$ cat src/rtl/iqueue_if.sv
// ---------------------------------------------------------------------------
// iqueue_if: bundle of the instruction-queue handshake and data signals.
//
// Decoder side (into the queue):
//   rdy        global ready; low freezes all queue state
//   flush      discard everything queued (redirect)
//   dec_*      decoded instruction offered by the decoder (dec_valid qualifies)
// Register file / SALU side:
//   op1_rdy    rs1 value available      (into the queue)
//   op2_rdy    rs2 value available      (into the queue)
//   alu_ready  SALU accepts this cycle  (into the queue)
//   iq_full    queue cannot accept this cycle
//   count      current occupancy
//   issue_rdy  head issues this cycle
//   ins_type, rd, rs1, rs2, out_op, out_imm, out_pc   head instruction fields
//                                   (ins_type because 'type' is a keyword)
//
// master: the environment (decoder, register file, SALU).
// slave:  the queue itself.
// ---------------------------------------------------------------------------
interface iqueue_if #(
  parameter int unsigned DEPTH_LOG = 3
);
  logic                 rdy;
  logic                 flush;
  logic                 dec_valid;
  logic [1:0]           dec_type;
  logic [4:0]           dec_rd;
  logic [4:0]           dec_rs1;
  logic [4:0]           dec_rs2;
  logic                 dec_use1;
  logic                 dec_use2;
  logic [5:0]           dec_op;
  logic [31:0]          dec_imm;
  logic [31:0]          dec_pc;
  logic                 iq_full;
  logic [DEPTH_LOG:0]   count;
  logic                 issue_rdy;
  logic [1:0]           ins_type;
  logic [4:0]           rd;
  logic [4:0]           rs1;
  logic [4:0]           rs2;
  logic                 op1_rdy;
  logic                 op2_rdy;
  logic                 alu_ready;
  logic [5:0]           out_op;
  logic [31:0]          out_imm;
  logic [31:0]          out_pc;

  modport master (
    output rdy, flush, dec_valid, dec_type, dec_rd, dec_rs1, dec_rs2,
           dec_use1, dec_use2, dec_op, dec_imm, dec_pc,
           op1_rdy, op2_rdy, alu_ready,
    input  iq_full, count, issue_rdy, ins_type, rd, rs1, rs2,
           out_op, out_imm, out_pc
  );

  modport slave (
    input  rdy, flush, dec_valid, dec_type, dec_rd, dec_rs1, dec_rs2,
           dec_use1, dec_use2, dec_op, dec_imm, dec_pc,
           op1_rdy, op2_rdy, alu_ready,
    output iq_full, count, issue_rdy, ins_type, rd, rs1, rs2,
           out_op, out_imm, out_pc
  );
endinterface

$ cat src/rtl/iqueue.sv
// ---------------------------------------------------------------------------
// iqueue: in-order instruction queue between the decoder and the scoreboarded
// register file / SALU.
//
// Decoded instructions are buffered in a circular FIFO of 2**DEPTH_LOG slots.
// The head's register indices are presented to the register file, which
// answers with operand availability (op1_rdy/op2_rdy). The head issues, in
// order, once the operands it actually uses are available and the SALU
// accepts. A stalled head blocks every younger entry.
//
// Ports:
//   clk    clock, rising edge
//   rst    asynchronous reset, active high (queue empties immediately)
//   iq_io  iqueue_if.slave bundle (decoder input, head outputs, handshakes)
//
// Optional feature (macro IQUEUE_BYPASS_EN):
//   When the queue is empty and the decoder offers an instruction, the head
//   outputs show the decoder's fields directly. If the issue condition holds
//   the instruction issues in that same cycle and is never written; otherwise
//   it is enqueued as usual. Without the macro there is no bypass path and the
//   minimum enqueue-to-issue latency is one cycle.
// ---------------------------------------------------------------------------
module iqueue #(
  parameter int unsigned DEPTH_LOG = 3
) (
  input logic     clk,
  input logic     rst,
  iqueue_if.slave iq_io
);

  localparam int unsigned DEPTH = 1 << DEPTH_LOG;
  localparam int unsigned CntW  = DEPTH_LOG + 1;

  localparam logic [DEPTH_LOG-1:0] PtrOne  = 1;
  localparam logic [CntW-1:0]      CntOne  = 1;
  localparam logic [CntW-1:0]      CntFull = CntW'(DEPTH);

  typedef struct packed {
    logic [1:0]  typ;
    logic [4:0]  rd;
    logic [4:0]  rs1;
    logic [4:0]  rs2;
    logic        use1;
    logic        use2;
    logic [5:0]  op;
    logic [31:0] imm;
    logic [31:0] pc;
  } slot_t;

  // Slot storage carries no reset: contents are only observed when count > 0.
  slot_t                slot_q [DEPTH];

  logic [DEPTH_LOG-1:0] head_q, head_d;
  logic [DEPTH_LOG-1:0] tail_q, tail_d;
  logic [CntW-1:0]      count_q, count_d;

  slot_t dec_slot;
  slot_t hd;
  logic  not_empty;
  logic  full;
  logic  run;
  logic  enq;
  logic  hd_valid;
  logic  ops_ok;
  logic  issue;
  logic  pop;
  logic  enq_wr;
  logic  byp;

  // -------------------------------------------------------------------------
  // Decoder record and status
  // -------------------------------------------------------------------------
  assign dec_slot = '{
    typ:  iq_io.dec_type,
    rd:   iq_io.dec_rd,
    rs1:  iq_io.dec_rs1,
    rs2:  iq_io.dec_rs2,
    use1: iq_io.dec_use1,
    use2: iq_io.dec_use2,
    op:   iq_io.dec_op,
    imm:  iq_io.dec_imm,
    pc:   iq_io.dec_pc
  };

  assign not_empty = (count_q != '0);
  // Full is based on pre-edge occupancy only, so a full queue that issues this
  // cycle still refuses the offered instruction.
  assign full      = (count_q == CntFull);
  assign run       = iq_io.rdy && !iq_io.flush;
  assign enq       = run && iq_io.dec_valid && !full;

`ifdef IQUEUE_BYPASS_EN
  // Reset gating keeps the head outputs at zero while rst is held.
  assign byp = !not_empty && iq_io.dec_valid && !rst;
`else
  assign byp = 1'b0;
`endif

  // -------------------------------------------------------------------------
  // Head selection and issue decision
  // -------------------------------------------------------------------------
  always_comb begin
    hd       = '0;
    hd_valid = 1'b0;
    if (not_empty) begin
      hd       = slot_q[head_q];
      hd_valid = 1'b1;
    end else if (byp) begin
      hd       = dec_slot;
      hd_valid = 1'b1;
    end
  end

  assign ops_ok = (!hd.use1 || iq_io.op1_rdy) && (!hd.use2 || iq_io.op2_rdy);
  assign issue  = run && hd_valid && iq_io.alu_ready && ops_ok;

  // Only a stored head advances the head pointer; a bypassed issue never
  // touched the storage and must not be written either.
  assign pop    = issue && not_empty;
  assign enq_wr = enq && !(byp && issue);

  // -------------------------------------------------------------------------
  // Pointer / occupancy next state
  // -------------------------------------------------------------------------
  always_comb begin
    head_d  = head_q;
    tail_d  = tail_q;
    count_d = count_q;
    if (iq_io.rdy) begin
      if (iq_io.flush) begin
        head_d  = '0;
        tail_d  = '0;
        count_d = '0;
      end else begin
        if (enq_wr) begin
          tail_d = tail_q + PtrOne;
        end
        if (pop) begin
          head_d = head_q + PtrOne;
        end
        case ({enq_wr, pop})
          2'b10:   count_d = count_q + CntOne;
          2'b01:   count_d = count_q - CntOne;
          default: count_d = count_q;
        endcase
      end
    end
  end

  always_ff @(posedge clk or posedge rst) begin
    if (rst) begin
      head_q  <= '0;
      tail_q  <= '0;
      count_q <= '0;
    end else begin
      head_q  <= head_d;
      tail_q  <= tail_d;
      count_q <= count_d;
    end
  end

  always_ff @(posedge clk) begin
    if (enq_wr) begin
      slot_q[tail_q] <= dec_slot;
    end
  end

  // -------------------------------------------------------------------------
  // Outputs
  // -------------------------------------------------------------------------
  assign iq_io.iq_full   = full;
  assign iq_io.count     = count_q;
  assign iq_io.issue_rdy = issue;
  assign iq_io.ins_type  = hd.typ;
  assign iq_io.rd        = hd.rd;
  assign iq_io.rs1       = hd.rs1;
  assign iq_io.rs2       = hd.rs2;
  assign iq_io.out_op    = hd.op;
  assign iq_io.out_imm   = hd.imm;
  assign iq_io.out_pc    = hd.pc;

endmodule

$ cat src/flat_wrapper.sv
// flat-port wrapper written by rule: the top's interface ports become plain ports
module iqueue_flat 
#(
  parameter int unsigned DEPTH_LOG = 3
)
  (clk, rst, iq_io_rdy, iq_io_flush, iq_io_dec_valid, iq_io_dec_type, iq_io_dec_rd, iq_io_dec_rs1, iq_io_dec_rs2, iq_io_dec_use1, iq_io_dec_use2, iq_io_dec_op, iq_io_dec_imm, iq_io_dec_pc, iq_io_op1_rdy, iq_io_op2_rdy, iq_io_alu_ready, iq_io_iq_full, iq_io_count, iq_io_issue_rdy, iq_io_ins_type, iq_io_rd, iq_io_rs1, iq_io_rs2, iq_io_out_op, iq_io_out_imm, iq_io_out_pc);
  iqueue_if #(.DEPTH_LOG(DEPTH_LOG)) iq_io_i ();
  input logic clk;
  input logic rst;
  input wire logic [$bits(iq_io_i.rdy)-1:0] iq_io_rdy;
  input wire logic [$bits(iq_io_i.flush)-1:0] iq_io_flush;
  input wire logic [$bits(iq_io_i.dec_valid)-1:0] iq_io_dec_valid;
  input wire logic [$bits(iq_io_i.dec_type)-1:0] iq_io_dec_type;
  input wire logic [$bits(iq_io_i.dec_rd)-1:0] iq_io_dec_rd;
  input wire logic [$bits(iq_io_i.dec_rs1)-1:0] iq_io_dec_rs1;
  input wire logic [$bits(iq_io_i.dec_rs2)-1:0] iq_io_dec_rs2;
  input wire logic [$bits(iq_io_i.dec_use1)-1:0] iq_io_dec_use1;
  input wire logic [$bits(iq_io_i.dec_use2)-1:0] iq_io_dec_use2;
  input wire logic [$bits(iq_io_i.dec_op)-1:0] iq_io_dec_op;
  input wire logic [$bits(iq_io_i.dec_imm)-1:0] iq_io_dec_imm;
  input wire logic [$bits(iq_io_i.dec_pc)-1:0] iq_io_dec_pc;
  input wire logic [$bits(iq_io_i.op1_rdy)-1:0] iq_io_op1_rdy;
  input wire logic [$bits(iq_io_i.op2_rdy)-1:0] iq_io_op2_rdy;
  input wire logic [$bits(iq_io_i.alu_ready)-1:0] iq_io_alu_ready;
  output wire logic [$bits(iq_io_i.iq_full)-1:0] iq_io_iq_full;
  output wire logic [$bits(iq_io_i.count)-1:0] iq_io_count;
  output wire logic [$bits(iq_io_i.issue_rdy)-1:0] iq_io_issue_rdy;
  output wire logic [$bits(iq_io_i.ins_type)-1:0] iq_io_ins_type;
  output wire logic [$bits(iq_io_i.rd)-1:0] iq_io_rd;
  output wire logic [$bits(iq_io_i.rs1)-1:0] iq_io_rs1;
  output wire logic [$bits(iq_io_i.rs2)-1:0] iq_io_rs2;
  output wire logic [$bits(iq_io_i.out_op)-1:0] iq_io_out_op;
  output wire logic [$bits(iq_io_i.out_imm)-1:0] iq_io_out_imm;
  output wire logic [$bits(iq_io_i.out_pc)-1:0] iq_io_out_pc;
  assign iq_io_i.rdy = iq_io_rdy;
  assign iq_io_i.flush = iq_io_flush;
  assign iq_io_i.dec_valid = iq_io_dec_valid;
  assign iq_io_i.dec_type = iq_io_dec_type;
  assign iq_io_i.dec_rd = iq_io_dec_rd;
  assign iq_io_i.dec_rs1 = iq_io_dec_rs1;
  assign iq_io_i.dec_rs2 = iq_io_dec_rs2;
  assign iq_io_i.dec_use1 = iq_io_dec_use1;
  assign iq_io_i.dec_use2 = iq_io_dec_use2;
  assign iq_io_i.dec_op = iq_io_dec_op;
  assign iq_io_i.dec_imm = iq_io_dec_imm;
  assign iq_io_i.dec_pc = iq_io_dec_pc;
  assign iq_io_i.op1_rdy = iq_io_op1_rdy;
  assign iq_io_i.op2_rdy = iq_io_op2_rdy;
  assign iq_io_i.alu_ready = iq_io_alu_ready;
  assign iq_io_iq_full = iq_io_i.iq_full;
  assign iq_io_count = iq_io_i.count;
  assign iq_io_issue_rdy = iq_io_i.issue_rdy;
  assign iq_io_ins_type = iq_io_i.ins_type;
  assign iq_io_rd = iq_io_i.rd;
  assign iq_io_rs1 = iq_io_i.rs1;
  assign iq_io_rs2 = iq_io_i.rs2;
  assign iq_io_out_op = iq_io_i.out_op;
  assign iq_io_out_imm = iq_io_i.out_imm;
  assign iq_io_out_pc = iq_io_i.out_pc;
  iqueue #(.DEPTH_LOG(DEPTH_LOG)) u_core (.clk(clk), .rst(rst), .iq_io(iq_io_i));
endmodule
$ cat config.mk
export PLATFORM = sky130hd
export DESIGN_NAME = iqueue_flat
export DESIGN_NICKNAME = d
export VERILOG_FILES = /design/src/rtl/iqueue_if.sv /design/src/rtl/iqueue.sv /design/src/flat_wrapper.sv
export SDC_FILE = /design/constraint.sdc
export NUM_CORES = 1
export LEC_CHECK = 0
export BUFFER_PORTS_ARGS = -buffer_cell sky130_fd_sc_hd__buf_2
export CAP_MARGIN = 20
export CELL_PAD_IN_SITES_DETAIL_PLACEMENT = 0
export CELL_PAD_IN_SITES_GLOBAL_PLACEMENT = 2
export CORE_ASPECT_RATIO = 0.9
export CORE_UTILIZATION = 48
export DETAILED_ROUTE_END_ITERATION = 8
export HOLD_SLACK_MARGIN = 0.1
export PLACE_DENSITY = 0.84
export REMOVE_ABC_BUFFERS = 1
export SKIP_CTS_REPAIR_TIMING = 1
export SYNTH_ARGS = -nofsm -noshare
export SYNTH_HDL_FRONTEND = slang
export SYNTH_SLANG_ARGS = --single-unit
$ cat constraint.sdc
create_clock -name clk -period 10.3 [get_ports clk]
set_clock_uncertainty 0.2 [all_clocks]
set_input_delay 2.06 -clock clk [delete_from_list [all_inputs] [get_ports clk]]
set_output_delay 2.06 -clock clk [all_outputs]
set_load 0.02 [all_outputs]
==> After elaboration in Yosys (flattened, before gate mapping) <==
Memory sizes are Yosys's and may differ from the RTL's.
Index checks and enable logic that the tools add are counted.
{ "word_totals": {"regBits": 10, "inputBits": 97, "latchBits": 0, "output_inout_bits": 93, "romBits": 0, "wordCells": 42, "n_memories": 1, "mem_bits_rw": 712} }
{ "op_classes": {"n_lt_le_gt_ge": 0, "multipliers": 0, "div": 0, "shifts": 0, "reduce_logical": 21, "n_bitwise": 0, "add_sub_neg": 4, "n_mux": 10, "eq_ne": 3} }
{ "mem_list": {"columns": ["memory", "words", "width", "rd", "rd_ports_with_merged_regs", "write_ports", "line", "rtl"], "rows": [
  ["u_core.slot_q", 8, 89, 1, 0, 1, "iqueue.sv:51", "slot_t slot_q [DEPTH];"]
]} }
{ "op_table": {"columns": ["cell", "count"], "rows": [
  ["two-way mux 89 bit", 1],
  ["two-way mux 3 bit", 4],
  ["logical AND 1 bit", 8],
  ["case mux 4 bit (2 select lines)", 1],
  ["adder 3 x 1 -> 3 bit, second input constant", 2],
  ["AND reduction 2 bit", 3],
  ["adder 4 x 1 -> 4 bit, second input constant", 1],
  ["== test 4 bit, second input constant", 1],
  ["zero test 1 bit", 4],
  ["two-way mux 4 bit", 1],
  ["nonzero test 2 bit", 2],
  ["nonzero test 4 bit", 1],
  ["subtractor 4 x 1 -> 4 bit, second input constant", 1],
  ["two-way mux 1 bit", 3],
  ["nonzero test 3 bit", 1],
  ["== test 2 x 1 -> 1 bit, second input constant", 1],
  ["== test 2 bit, second input constant", 1],
  ["logical OR 1 bit", 2]
]} }

==> Longest topological paths before layout <==
{ "logic_depth": {"ltp_word": 10, "ltp_mapped": 14, "mapped_depth_nobuf": 12} }

==> Worst setup path after synthesis <==
Ideal clock, no wire load.
{ "synth_path": {"path_kind": "input to register", "start": "in iq_io_dec_valid", "end": "mem u_core.slot_q[0][0] in the netlist's numbering, enable pin", "slack_ps": 547, "t_arrival_ps": 8908, "stages": 5, "n_path_buf": 1, "path_cell_list": "nand2_1 -> a21o_1 -> clkbuf_1 -> or3_1 -> nor3_1"} }
{ "synth_between": {"elab_chain_len": 4} }
{ "synth_lines": {"columns": ["element", "line", "rtl"], "rows": [
  ["start, declared", "flat_wrapper.sv:12", "input wire logic [$bits(iq_io_i.dec_valid)-1:0] iq_io_dec_valid;"],
  ["logical AND 1 bit (2 in a row)", "iqueue.sv:90", "assign enq = run && iq_io.dec_valid && !full;"],
  ["two-way mux 1 bit", "iqueue.sv:163", "if (enq_wr) begin"],
  ["two-way mux 1 bit (not written as such)", "iqueue.sv:164", "slot_q[tail_q] <= dec_slot;"],
  ["end, declared", "iqueue.sv:51", null]
]} }
Every way passes these cells.

==> Worst setup path in the final report <==
{ "layout_path": {"start": "in iq_io_op1_rdy", "end": "out iq_io_issue_rdy"} }
{ "layout_between": {"elab_chain_len": 3} }
{ "layout_lines": {"columns": ["element", "line", "rtl"], "rows": [
  ["start, declared", "flat_wrapper.sv:22", "input wire logic [$bits(iq_io_i.op1_rdy)-1:0] iq_io_op1_rdy;"],
  ["logical OR 1 bit", "iqueue.sv:114", "assign ops_ok = (!hd.use1 || iq_io.op1_rdy) && (!hd.use2 || iq_io.op2_rdy);"],
  ["logical AND 1 bit", "iqueue.sv:114", null],
  ["logical AND 1 bit", "iqueue.sv:115", "assign issue = run && hd_valid && iq_io.alu_ready && ops_ok;"],
  ["end, declared", "flat_wrapper.sv:27", "output wire logic [$bits(iq_io_i.issue_rdy)-1:0] iq_io_issue_rdy;"]
]} }
Every way passes these cells.

==> out/metrics.cfg <==
[run_status]
outcome=complete, no violations

[sta]
max_freq_mhz=168
setup_viol_count_final=0
relSlewSlack=0.261
slew_violations=0
worst-slew-pin-transition_ns=1.11
period_needed_ns=5.95
period_share=0.577
rsz0062_at_grt=false
hold_violations=0

[global_route]
antenna_found_initial=8
grt_max_degree=149
grt_pass1_wl_mm=82.1
grt_usage=0.192
grt_pass1_vias=13259
overflow=0

[worst_setup_path]
start_kind=input port
cp.required_ns=8.04
arrival_ns=3.69
cp-end-kind=output pin
cp_max_fo=11
crit_type=input port to output pin

[detailed_routing]
wl_mm=54.5
drtIter0Drc=927
wl_per_cell_um=24.1
firstDrtPassIters=5
route.detailed.drc=0
antenna_left=0
routed_via_density=5.62
via_count=12727

[min_path]
hold_path_class=register to register

[die]
dieArea_um2=58600
io_pins=190
chipHeight_um=230
coreArea_um2=57000
die_w_um=255
initial_utilization=0.485
rows=83

[yosys]
synth_edf_count=712
netlist_top_cells_area=edfxtp_1, mux4_2, mux2i_1, nor2_1, dfrtp_1
ys_seq_area_frac=0.782
yosysWarnings=0
synthArstFlopShare=0.0139
ys_types=38
syn_avg_cell_area_um2=22.5
ys_ff_latch=722
synthesis.area_um2=27700
yosysTopAreaCell=edfxtp_1
ys.flop_type=edfxtp_1
synthCells=1227
synth_top_cell_area_share=0.773

[clocking]
cts_tree=done
clock_sinks=722
clockBufferDepth=3
cts-root-buf=clkbuf_16
htreeDepth=3
clk_latency_ns=0.59
clk_pin_slew_ns=0.06
cts_buffers=73

[placed_design]
dp_hpwl_mm=27.7
io_buffers=189
place_congestion=0.742
post-place-cells=2141
placed_cell_area_um2=29500

[final_layout]
syn_to_final_growth_pct=15.0
drive_above_1_share=0.330
final_cell_count_no_fill=2265
nFillCells=4235
fin_area_um2=31800
diodes=0
nets=1554

[pwr]
p_per_area_nw_per_um2=228
vdd_ir_drop_max_mv=0.156
power.leakage_nw=10.1

[flow_run]
cap_violations=0

[cell usage after synthesis (5+ instances only)]
library cell  instances
nand2_1              10
buf_2                21
mux4_2              174
mux2i_1              98
dfrtp_1              10
inv_1                 5
edfxtp_1            712
nor3_1                7
nor2_1              100
buf_1                12
clkbuf_1             27
[report_power, final]
| part | internal [mW] | switching (mW) | total, mW |
|---|---|---|---|
| combinational | 0.566 | 0.838 | 1.40 |
| clock | 1.46 | 1.02 | 2.49 |
| sequential | 3.31 | 0.0664 | 3.37 |
| total | 5.34 | 1.93 | 7.26 |
[cell families after synthesis]
logic type | count (synthesis) | share of synthesized area
DFF | 722 | 0.782
and+or+nand+nor | 138 | 0.0216
xor gates and xnor gates | 2 | 0.000634
muxes | 273 | 0.178
adders and majority gates | 5 | 0.00253
AOI/OAI and AO/OA | 19 | 0.00457
buffers and inverters | 68 | 0.0107
[through the flow]
| step | setup WS, ns | total power [mW] | setup TNS, ns | hold WS [ns] | utilization |
|---|---|---|---|---|---|
| finish | 4.35 | 7.26 | 0 | 0.363 | 0.558 |
| global route | 4.05 | 7.55 | 0 | 0.419 | 0.558 |
| CTS | 4.20 | 7.35 | 0 | 0.366 | 0.558 |
| detailed placement | 4.36 | 4.87 | 0 | 0.349 | 0.518 |
| global placement | 4.38 | 4.86 | 0 | 0.341 | 0.518 |
| floorplan | -0.146 | 4.54 | -0.146 | 0.312 | - |
[placed cells by master, fill, tap and decap left out, types with 3 or more instances in the layout]
master     instances
mux4_2           174
nand3_1            4
clkbuf_1          15
buf_4             20
o21ai_1            4
nor3_1             5
inv_1              5
buf_12             3
clkinv_1          15
bufinv_16          5
nor2_1            94
a21oi_1            3
ha_1               4
clkbuf_16         76
clkinv_2          10
nand2_1           10
dfrtp_1            7
mux2i_1           98
edfxtp_1         712
nor2_4             6
nand2b_1           4
nand3b_1           4
dfrtp_4            3
buf_2            189
nor3_2             3
[sequential cells by signal (all words and copies together) (netlist names)]
signal and flops:
u_core.slot_q 712, u_core.iq_io.count 4, u_core.head_q 3, u_core.tail_q 3
[path summary, 6_finish.rpt]
| check | startpoint | to | slack (ns) | cells after the start |
|---|---|---|---|---|
| setup / recovery | iq_io_op1_rdy | iq_io_issue_rdy | 4.35 | 7 |
| hold / removal | u_core.tail_q[0] | u_core.tail_q[0] | 0.36 | 2 |
| setup reg to reg | u_core.head_q[1] | u_core.iq_io.count[3] | 5.80 | 12 |
| hold reg to reg | u_core.tail_q[0] | u_core.tail_q[0] | 0.36 | 2 |
| max in group asynchronous | rst | u_core.head_q[1] | 8.32 | 2 |
| min in group asynchronous | rst | u_core.tail_q[0] | 1.25 | 2 |
[area by class of cell]
cell class / instances / area [µm²] / area share
clock buffers: 91 / 1960 / 0.0616
clock inverters: 32 / 282 / 0.00885
inverters: 6 / 25.0 / 0.000787
multi-input cells: 437 / 5790 / 0.182
flip-flops and latches: 722 / 21600 / 0.680
well taps: 765 / 957 / 0.0301
repair buffers: 212 / 1160 / 0.0363
[worst max-delay path: stages]
cell	delay, ns
buf_2	0.10
or2_1	0.22
o22ai_1	0.21
nor4_2	0.07
o21ai_1	0.72
inv_4	0.11
buf_2	0.20
[routing by layer]
| metal | up-vias | global-route usage | part of all wire |
|---|---|---|---|
| met4 | 16 | 0.0442 | 0.015 |
| met2 | 320 | 0.319 | 0.51 |
| met5 | - | 0 | 0.0019 |
| li1 | 5560 | - | - |
| met3 | 82 | 0.0428 | 0.053 |
| met1 | 6749 | 0.260 | 0.42 |
Note: power is estimated with default switching activity, not from simulation.
